## config.mk

```make
export PLATFORM = sky130hd
export DESIGN_NAME = result_averager_flat
export DESIGN_NICKNAME = d
export VERILOG_FILES = /design/src/rtl/result_averager_if.sv /design/src/rtl/result_averager.sv /design/src/flat_wrapper.sv
export SDC_FILE = /design/constraint.sdc
export NUM_CORES = 1
export LEC_CHECK = 0
export ABC_CLOCK_PERIOD_IN_PS = 2800
export CAP_MARGIN = 20
export CORE_AREA = 2 2 99 92
export DETAILED_ROUTE_END_ITERATION = 8
export DIE_AREA = 0 0 101 94
export PLACE_DENSITY = 0.76
export SETUP_SLACK_MARGIN = 0.2
export SLEW_MARGIN = 20
export SYNTH_ARGS = -nofsm -noshare
export SYNTH_HDL_FRONTEND = slang
export SYNTH_SLANG_ARGS = --single-unit
```

## constraint.sdc

```tcl
create_clock -name clock -period 2.8 [get_ports clock]
set_input_delay 0.84 -clock clock [delete_from_list [all_inputs] [get_ports clock]]
set_output_delay 0.84 -clock clock [all_outputs]
set_load 0.02 [all_outputs]
```

## src/rtl/result_averager_if.sv

```systemverilog
// rtl/result_averager_if.sv - upstream/downstream handshake bundle for the result averager
interface result_averager_if;
    logic        dav_in_;
    logic        rfd_in;
    logic [15:0] data_in;
    logic        dav_out_;
    logic        rfd_out;
    logic [15:0] avg;
    logic [15:0] max;

    modport master (
        output dav_in_, data_in, rfd_out,
        input  rfd_in, dav_out_, avg, max
    );

    modport slave (
        input  dav_in_, data_in, rfd_out,
        output rfd_in, dav_out_, avg, max
    );
endinterface

```

## src/rtl/result_averager.sv

```systemverilog
// rtl/result_averager.sv - groups of four samples in, registered mean and maximum out
module result_averager (
    input  logic              clock,
    input  logic              reset_,
    result_averager_if.slave  bus
);
    typedef enum logic [1:0] {IN_WAIT, IN_ACK, OUT_WAIT, OUT_ACK} state_t;

    state_t      state_q, state_d;
    logic [17:0] sum_q, sum_d;
    logic [2:0]  count_q, count_d;
    logic [15:0] run_max_q, run_max_d;
    logic [15:0] avg_q, avg_d;
    logic [15:0] max_q, max_d;
    logic        rfd_in_q, rfd_in_d;
    logic        dav_out_q, dav_out_d;

    logic        group_full;
    assign group_full = (count_q == 3'd4);

    always_ff @(posedge clock or negedge reset_) begin
        if (!reset_) begin
            state_q   <= IN_WAIT;
            sum_q     <= '0;
            count_q   <= '0;
            run_max_q <= '0;
            avg_q     <= '0;
            max_q     <= '0;
            rfd_in_q  <= 1'b1;
            dav_out_q <= 1'b1;
        end else begin
            state_q   <= state_d;
            sum_q     <= sum_d;
            count_q   <= count_d;
            run_max_q <= run_max_d;
            avg_q     <= avg_d;
            max_q     <= max_d;
            rfd_in_q  <= rfd_in_d;
            dav_out_q <= dav_out_d;
        end
    end

    always_comb begin
        state_d = state_q;
        case (state_q)
            IN_WAIT:  if (!bus.dav_in_) state_d = IN_ACK;
            IN_ACK:   if (bus.dav_in_)  state_d = group_full ? OUT_WAIT : IN_WAIT;
            OUT_WAIT: if (bus.rfd_out)  state_d = OUT_ACK;
            OUT_ACK:  if (!bus.rfd_out) state_d = IN_WAIT;
            default:                    state_d = IN_WAIT;
        endcase
    end

    // Upstream samples are only taken in IN_WAIT, so a sample offered during
    // the output handshake waits with rfd_in high until the group is drained.
    always_comb begin
        sum_d     = sum_q;
        count_d   = count_q;
        run_max_d = run_max_q;
        avg_d     = avg_q;
        max_d     = max_q;
        rfd_in_d  = rfd_in_q;
        dav_out_d = dav_out_q;
        case (state_q)
            IN_WAIT: begin
                if (!bus.dav_in_) begin
                    sum_d    = sum_q + {2'b00, bus.data_in};
                    count_d  = count_q + 3'd1;
                    rfd_in_d = 1'b0;
                    if (count_q == 3'd0 || bus.data_in > run_max_q) begin
                        run_max_d = bus.data_in;
                    end
                end
            end
            IN_ACK: begin
                if (bus.dav_in_) begin
                    rfd_in_d = 1'b1;
                    if (group_full) begin
                        avg_d = sum_q[17:2];
                        max_d = run_max_q;
                    end
                end
            end
            OUT_WAIT: begin
                dav_out_d = !bus.rfd_out;
            end
            OUT_ACK: begin
                if (!bus.rfd_out) begin
                    dav_out_d = 1'b1;
                    sum_d     = '0;
                    count_d   = '0;
                end else begin
                    dav_out_d = 1'b0;
                end
            end
            default: begin
                rfd_in_d  = 1'b1;
                dav_out_d = 1'b1;
            end
        endcase
    end

    assign bus.rfd_in   = rfd_in_q;
    assign bus.dav_out_ = dav_out_q;
    assign bus.avg      = avg_q;
    assign bus.max      = max_q;
endmodule

```

## src/flat_wrapper.sv

```systemverilog
// flat-port wrapper written by rule: the top's interface ports become plain ports
module result_averager_flat 
  (clock, reset_, bus_dav_in_, bus_data_in, bus_rfd_out, bus_rfd_in, bus_dav_out_, bus_avg, bus_max);
  result_averager_if bus_i ();
  input  logic clock;
  input  logic reset_;
  input wire logic [$bits(bus_i.dav_in_)-1:0] bus_dav_in_;
  input wire logic [$bits(bus_i.data_in)-1:0] bus_data_in;
  input wire logic [$bits(bus_i.rfd_out)-1:0] bus_rfd_out;
  output wire logic [$bits(bus_i.rfd_in)-1:0] bus_rfd_in;
  output wire logic [$bits(bus_i.dav_out_)-1:0] bus_dav_out_;
  output wire logic [$bits(bus_i.avg)-1:0] bus_avg;
  output wire logic [$bits(bus_i.max)-1:0] bus_max;
  assign bus_i.dav_in_ = bus_dav_in_;
  assign bus_i.data_in = bus_data_in;
  assign bus_i.rfd_out = bus_rfd_out;
  assign bus_rfd_in = bus_i.rfd_in;
  assign bus_dav_out_ = bus_i.dav_out_;
  assign bus_avg = bus_i.avg;
  assign bus_max = bus_i.max;
  result_averager u_core (.clock(clock), .reset_(reset_), .bus(bus_i));
endmodule
```

# == After elaboration in Yosys (flattened, before gate mapping) ==
# Cells that the tools add are included.
# totals
regBits,73
inputBits,20
out_inout_bits,34
word_cells,49
# classes
add_sub_neg,2
order_cmp,1
n_eq_ne,8
n_mux,17
bitwise_logic,1
reduce_logical,12
# ops
op,count
$mux 18,2
$pmux 18 s2,1
$add 18x16->18,1
$gt 16x16->1,1
$reduce_and 3->1,4
$mux 2,5
$ne 2x2->1 const B,4
$pmux 2 s4,1
$mux 3,2
$pmux 3 s2,1
$reduce_bool 2->1,3
$eq 2x2->1 const B,2
$pmux 1 s2,2
$reduce_and 4->1,1
$add 3x1->3 const B,1
$eq 3x3->1 const B,1
$logic_not 3->1,1
$mux 1,3
$eq 2x1->1 const B,1
$logic_not 2->1,1
$logic_not 1->1,1
$logic_or 1x1->1,1
$not 1->1,1

# == Depth between registers and ports, before layout ==
# Gate-level depths: netlist of the first run.
# depth
depth_word,4
mapped_depth,10
mapped_depth_nobuf,9

# == Least setup slack after synthesis of the first run ==
# OpenSTA, ideal clock, no wires.
# synth_path
path_type,input-to-reg
start,in bus_data_in[13]
end,reg u_core.run_max_q[10]
setup_ns,0.125
t_arrival_ns,2.618
required_time_ns,2.675
setup_slack_ns,0.057
cell_stages,8
n_path_buf,2
path_cell_list,ha_1 -> a21o_1 -> a21o_1 -> a2111oi_0 -> a311o_1 -> buf_6 -> buf_12 -> mux2_4
# synth_between
elab_chain_len,3
# synth_lines
element,line,text
start: declaration,flat_wrapper.sv:8,input wire logic [$bits(bus_i.data_in)-1:0] bus_data_in;
$gt 16x16->1,result_averager.sv:70,if (count_q == 3'd0 || bus.data_in > run_max_q) begin
$logic_or 1x1->1,result_averager.sv:70,
$reduce_and 3->1 (no line),-,
end signal: assignment,result_averager.sv:35,run_max_q <= run_max_d;
end: declaration,result_averager.sv:12,"logic [15:0] run_max_q, run_max_d;"
# No other way between the ends.
# A chain may end at the register's enable or synchronous reset.

# == Worst setup path in the final report of the first run ==
# layout_path
start,in bus_data_in[7]
end,reg u_core.run_max_q[10]
# Same word-level chain as after synthesis.

==> results of run 1 <==
==> registers in the layout, summed over array words and instances, names as in the netlist, named ones only <==
name                 count
u_core.bus.max          16
u_core.bus.dav_out_      1
u_core.bus.rfd_in        1
u_core.state_q           1
u_core.count_q           3
u_core.bus.avg          16
u_core.sum_q            18
u_core.run_max_q        16
==> critical path, stage by stage <==
cell             delay (ps)
clkdlybuf4s15_1         230
ha_4                    300
buf_4                   100
o211ai_1                100
a21oi_2                 190
o21ai_2                 100
a311o_2                 390
buf_4                   150
buf_12                  130
mux2_4                  290
==> metrics by stage <==
step	util [%]	setup TNS [ps]	setup WS (ps)
after detailed placement	59.87	-9862	-452.0
final	64.40	0	223.4
after global routing	64.40	0	130.3
after CTS	63.63	0	209.3
after global placement	59.87	-9462	-451.5
after floorplan	-	0	203.1
==> path summary, 6_finish.rpt <==
check | endpoint
setup / recovery | u_core.run_max_q[10]$_DFFE_PN0P_
hold / removal | u_core.bus.max[7]$_DFFE_PN0P_
setup reg to reg | u_core.run_max_q[10]$_DFFE_PN0P_
hold reg to reg | u_core.bus.dav_out_$_DFFE_PN1P_
max in group asynchronous | u_core.bus.rfd_in$_DFFE_PN1P_
min in group clock | u_core.bus.dav_out_$_DFFE_PN1P_
==> per-layer routing <==
layer / up-vias / GRT usage [%]
met5: - / 0
met4: 0 / 8.784
met3: 14 / 3.943
met2: 64 / 36.17
met1: 1545 / 26.50
li1: 1489 / -
==> what timing repair did <==
item                                    in CTS  in global routing
pin swaps                                   14                 13
hold buffers                                 0                  0
endpoints found under the hold margin        0                  0
endpoints found under the setup margin      26                 20
resized for setup                           39                 20
setup buffers                                5                  2
gates cloned                                 1                  0
==> synth_stat cells, types with 2 or more instances <==
| cell | n | area, um^2 |
|---|---|---|
| nand2b_1 | 4 | 25.02 |
| xnor2_1 | 4 | 35.03 |
| a32o_1 | 2 | 20.02 |
| a21oi_1 | 16 | 80.08 |
| a21o_1 | 5 | 37.54 |
| mux2_4 | 9 | 135.1 |
| o21bai_1 | 2 | 15.01 |
| nor2b_1 | 3 | 18.77 |
| inv_1 | 26 | 97.59 |
| dfstp_2 | 2 | 52.55 |
| dfrtp_1 | 71 | 1777 |
| o21ai_0 | 26 | 130.1 |
| mux2_2 | 38 | 427.9 |
| nor3_1 | 4 | 20.02 |
| a211oi_1 | 2 | 15.01 |
| o211ai_1 | 2 | 15.01 |
| nand4_1 | 4 | 25.02 |
| nand3_1 | 2 | 10.01 |
| a311o_1 | 2 | 20.02 |
| mux2i_1 | 3 | 30.03 |
| ha_1 | 34 | 425.4 |
| a211o_1 | 3 | 26.28 |
| clkbuf_1 | 7 | 26.28 |
| or3_1 | 4 | 25.02 |
| o21a_1 | 9 | 67.56 |
| nand2_1 | 28 | 105.1 |
| nor2_1 | 12 | 45.04 |
| xor2_1 | 3 | 26.28 |
| o31ai_1 | 3 | 22.52 |
| a22o_1 | 3 | 26.28 |
==> power by group <==
group          internal, W  switching (W)  total [W]  leakage [nW]
sequential         0.00152       0.000339    0.00186         0.923
clock             0.000366       0.000384   0.000751        0.0932
combinational      0.00170        0.00150    0.00319          1.56
==> final cells by class <==
cell class | count | area [um^2]
multi-input combinational | 242 | 2197
clock buffer | 13 | 158.9
timing repair buffer | 112 | 989.7
fill | 653 | 2993
inverter | 26 | 97.59
clock inverter | 3 | 15.01
tap | 102 | 127.6
sequential | 73 | 1829
==> kinds of logic (layout without fill, tap and decap cells) <==
kind of cell | Yosys count | after routing | share of synthesized area, %
xor+xnor | 7 | 7 | 1.551
compound gates | 84 | 84 | 13.80
fa+ha+maj | 35 | 35 | 11.27
simple gates | 66 | 66 | 8.167
flops | 73 | 73 | 46.28
buf+inv | 35 | 154 | 3.925
mux | 50 | 50 | 15.00
==> results.md, run 1 <==
* Vias at 3112
* Clock sink count at 73
* GPL Wtd Cong at around 0.9
* Leak pwr at ~2.6 nW
* Ys flop type: dfrtp_1
* Ys async rst share at 100.0%
* Longest Clk Path Bufs at 2
* Grt total ovfl at 0
* Number of distinct library cells after synthesis at between 40 and 50
* Clk Latency, worst-skew pair at ~360 ps
* Final worst path period need at 2577 ps
* Routed length per instance at approximately 16 um
* CTS root buf: clkbuf_8
* CTS Buf Count at 9
* Nets at a little over 500
* Arrival time worst endpoint at approximately 2800 ps
* Antenna Cells at 0
* Worst slew pin tran at ~1200 ps
* Syn nets at 405
* First-pass GRT wire length at around 16000 um
* Max Fclk at slightly below 400 MHz
* R2r worst-path depth at 10
* Max Clock Skew at approximately 9.3 ps
* Antenna violations before repair at 0
* Core Region at 8408 um^2
* Met3 Routed Length at roughly 360 um
* Crit path capture type: flip-flop
* Site Rows at 32
* Cell area after layout at 5415 um^2
* Metal2 WL at ~4800 um
* IO buf count at 53
* TritonCTS clock tree: built
* Number of synthesized register bits at 73
* VDD IR max at slightly below 0.0004 V
* ANT nets after route at 0
* M1 wire length at roughly 4100 um
* Worst-path clk slew at approximately 70 ps
* Hold Path Class: in2async
* Final period utilization at about 92%
* Crit path launch: bus_data_in[7]
* Placed inst area at 5034 um^2
* DR DRC count at 0
* Die Area at about 9500 um^2
* Seq/Total Area, Yosys at between 40% and 50%
* Crit Path Category: in2reg
* Status: completed
* Power Dens Cells at between 1000 and 1500 nW/um^2
* Initial Utilization at between 40 and 50%
* I/O Pins at 54
* Worst path required time at about 3000 ps
* Iter 0 DRT Violations at ~140
* Synth Instances at 350
* Synthesis-to-finish area growth at 37.01%
* Startpoint Class: primary input
* Slew margin rel. at roughly a fifth
* Vias in the first global route at around 3300
* Worst r2r src: u_core.run_max_q[15]$_DFFE_PN0P_
* RSZ-0062 raised after global routing: yes
* Yosys Warn Count at 0
* Pin count of the biggest net entering global routing at 40
* CP Max Fanout at 6
* Hold Vio Cnt, Final at 0
* DR top layer: met4
* Synthesized area at 3953 um^2
* Number of max-cap violations at 0
* H-tree Lvls at 3
* Min Hold Slack at 428.2 ps
* Die width at about 100 um
* R2R Setup Slk at between 400 and 500 ps
* Leading cell types in the layout, fill and taps excluded: dfrtp_1, buf_4, mux2_2
* Cell total after placement at roughly 550
* Die height at approximately 94 um
* Pre-antenna DRT Iters at 4
* Placed wire-length estimate at ~6600 um
* Share of cells above drive strength 1 at between 30% and 40%
* Commonest non-fill, non-tap cell in the layout: dfrtp_1
* Post-synth EDFFs at 0
* Final Max Slew Viols at 0
* Global Route Usage Sum at 21.24%
* Layout Cells excl Fill at around 570
* Final WL at between 9000 and 10000 um
* Vias per cell at roughly 5.5
* Final setup vio count at 0
* Avg Cell Area, Syn at between 10 and 15 um^2
* Post-layout power at 0.005800 W
No activity file was read; power rests on OpenSTA's default activity.
==> inputs of run 2 (changes only) <==
Settings changed: GPL_TIMING_DRIVEN set to 0.
==> run 2 against run 1 <==
Effect of this change:
- first-iteration DRC count up 24%
- largest power group unchanged
- combinational power down 3%
- worst hold slack better by 11 ps
- maximum frequency down 0.54%
- global-route usage up 1.1 points
==> results.md, run 2 (synthesized netlist as in run 1, its figures left out) <==
* TritonCTS clock tree: built
* Pin count of the biggest net entering global routing at 39
* Max reg flops at 18
* VDD IR max at between 0.0003 and 0.0004 V
* Leading cell types in the layout, fill and taps excluded: dfrtp_1, mux2_2, clkdlybuf4s50_1
* Worst slew pin tran at around 570 ps
* Critical Path Slowest Stage Cell: o31a_1
* CP delay by family, top: compound AO/OA/AOI/OAI gates
* Max Fclk at 386.0 MHz
* Max Clock Skew at around 7.1 ps
* Vias at 3084
* Final period utilization at between 90% and 100%
* Site Rows at 32
* Critical Path Max Stage Delay at ~340 ps
* Hold Vio Cnt, Final at 0
* Die height at between 90 and 100 um
* Cts hold-fix bufs at 0
* Core Region at between 8000 and 9000 um^2
* Nets at around 490
* Clk Latency, worst-skew pair at 350 ps
* Routed length per instance at approximately 18 um
* Final worst slack at between 200 and 250 ps
* TNS Setup at 0 ps
* Hold Path Class: in2async
* Pre-antenna DRT Iters at 4
* Final setup vio count at 0
* Crit path capture type: flip-flop
* Die Area at between 9000 and 10000 um^2
* Leak pwr at 2.447 nW
* Global Route Usage Sum at 22.29%
* CP Buf/Inv Count at 3
* Vias in the first global route at 3286
* Worst-path clk slew at 80 ps
* CP Max Fanout at 3
* Post-layout power at about 0.006 W
* Slew margin rel. at approximately 62%
* Largest Register: u_core.sum_q
* IO buf count at 53
* Clock sink count at 73
* Share of cells above drive strength 1 at approximately 32%
* Pre-CTS setup slack at -618.1 ps
* Antenna Cells at 0
* Final WL at just under 10000 um
* RSZ-0062 raised after global routing: yes
* ANT nets after route at 0
* Commonest non-fill, non-tap cell in the layout: dfrtp_1
* DR DRC count at 0
* I/O Pins at 54
* Status: completed
* Number of max-cap violations at 0
* Die width at 101 um
* Placed wire-length estimate at ~6600 um
* CP Cell Sequence: buf_2, ha_4, inv_2, fa_2, nand2b_4, a21oi_2, o31a_1, buf_6, o21a_1, or3_1, a32o_1
* GPL Wtd Cong at 0.9052
* Iter 0 DRT Violations at 172
* Antenna violations before repair at 0
* CTS root buf: clkbuf_8
* Startpoint Class: primary input
* Initial Utilization at 47.01%
* First-pass GRT wire length at roughly 16000 um
* Longest Clk Path Bufs at 2
* Arrival time worst endpoint at approximately 2800 ps
* Vias per cell at between 5 and 6
* CTS Buf Count at 9
* Power Dens Cells at around 1100 nW/um^2
* Worst path required time at ~3000 ps
* Synthesis-to-finish area growth at 33.49%
* Crit Path Category: in2reg
* Grt total ovfl at 0
* Final worst path period need at about 2600 ps
* H-tree Lvls at 3
* Final Max Slew Viols at 0
[run 2: cell count changes in the layout (fill, tap and decap cells not counted), sizes merged]
cell	delta
clkinv	-3
buf	-29
clkdlybuf4s15	-3
bufinv	+2
inv	+2
clkbuf	+4
clkinvlp	+1
dlygate4sd2	-6
[run 2: per-stage QoR]
step	hold WS, ps	area [um^2]	std cells	utilization, %
floorplan	439.4	4025	350	-
global placement	461.9	4683	505	55.70
detailed placement	475.6	4701	506	55.91
CTS	458.0	5199	532	61.83
global route	472.6	5276	539	62.75
finish	439.5	5276	539	62.75
[run 2: area by class of cell]
cell class	instances	area [um^2]
Clock buffer	11	151.4
Fill cell	664	3132
Multi-Input combinational cell	242	2232
Clock inverter	5	85.08
Tap cell	102	127.6
Sequential cell	73	1829
Timing Repair Buffer	71	690.7
Buffer	9	62.56
Inverter	26	97.59
[run 2: worst paths after layout]
check,start,end,slack (ps),depth (start not counted)
min in group clock,u_core.bus.dav_out_$_DFFE_PN1P_,u_core.bus.dav_out_$_DFFE_PN1P_,510,2
hold / removal,reset_,u_core.bus.max[8]$_DFFE_PN0P_,440,1
max in group asynchronous,reset_,u_core.bus.dav_out_$_DFFE_PN1P_,1730,2
setup / recovery,bus_data_in[0],u_core.sum_q[8]$_DFFE_PN0P_,210,11
hold reg to reg,u_core.bus.dav_out_$_DFFE_PN1P_,u_core.bus.dav_out_$_DFFE_PN1P_,510,2
setup reg to reg,u_core.run_max_q[8]$_DFFE_PN0P_,u_core.run_max_q[15]$_DFFE_PN0P_,360,10
[run 2: worst reg2reg max path: stages (launching register included)]
cell,delay (ps)
dfrtp_1,390
inv_1,80
ha_4,260
nand4_1,180
nor4_4,320
o21ai_1,120
a311o_1,290
buf_6,140
buf_12,130
buf_12,140
mux2_4,290
[run 2: power breakdown]
part           switching [W]  total, W  internal (W)
clock               0.000422  0.000979      0.000557
sequential          0.000347   0.00187       0.00152
combinational        0.00151   0.00309       0.00158
[run 2: layer usage]
metal	GRT usage (%)	wire length (um)	vias up
met5	0	0	-
met4	11.49	272	0
met3	3.795	410	23
met2	36.94	4908	102
met1	27.95	4274	1531
li1	-	-	1428
[run 2: timing repair]
item / CTS / global route
cloned: 1 / 0
hold endpoints to repair: 0 / 0
setup endpoints to repair: 51 / 34
pin swaps: 21 / 3
setup buffers: 9 / 7
gates resized for setup: 74 / 31
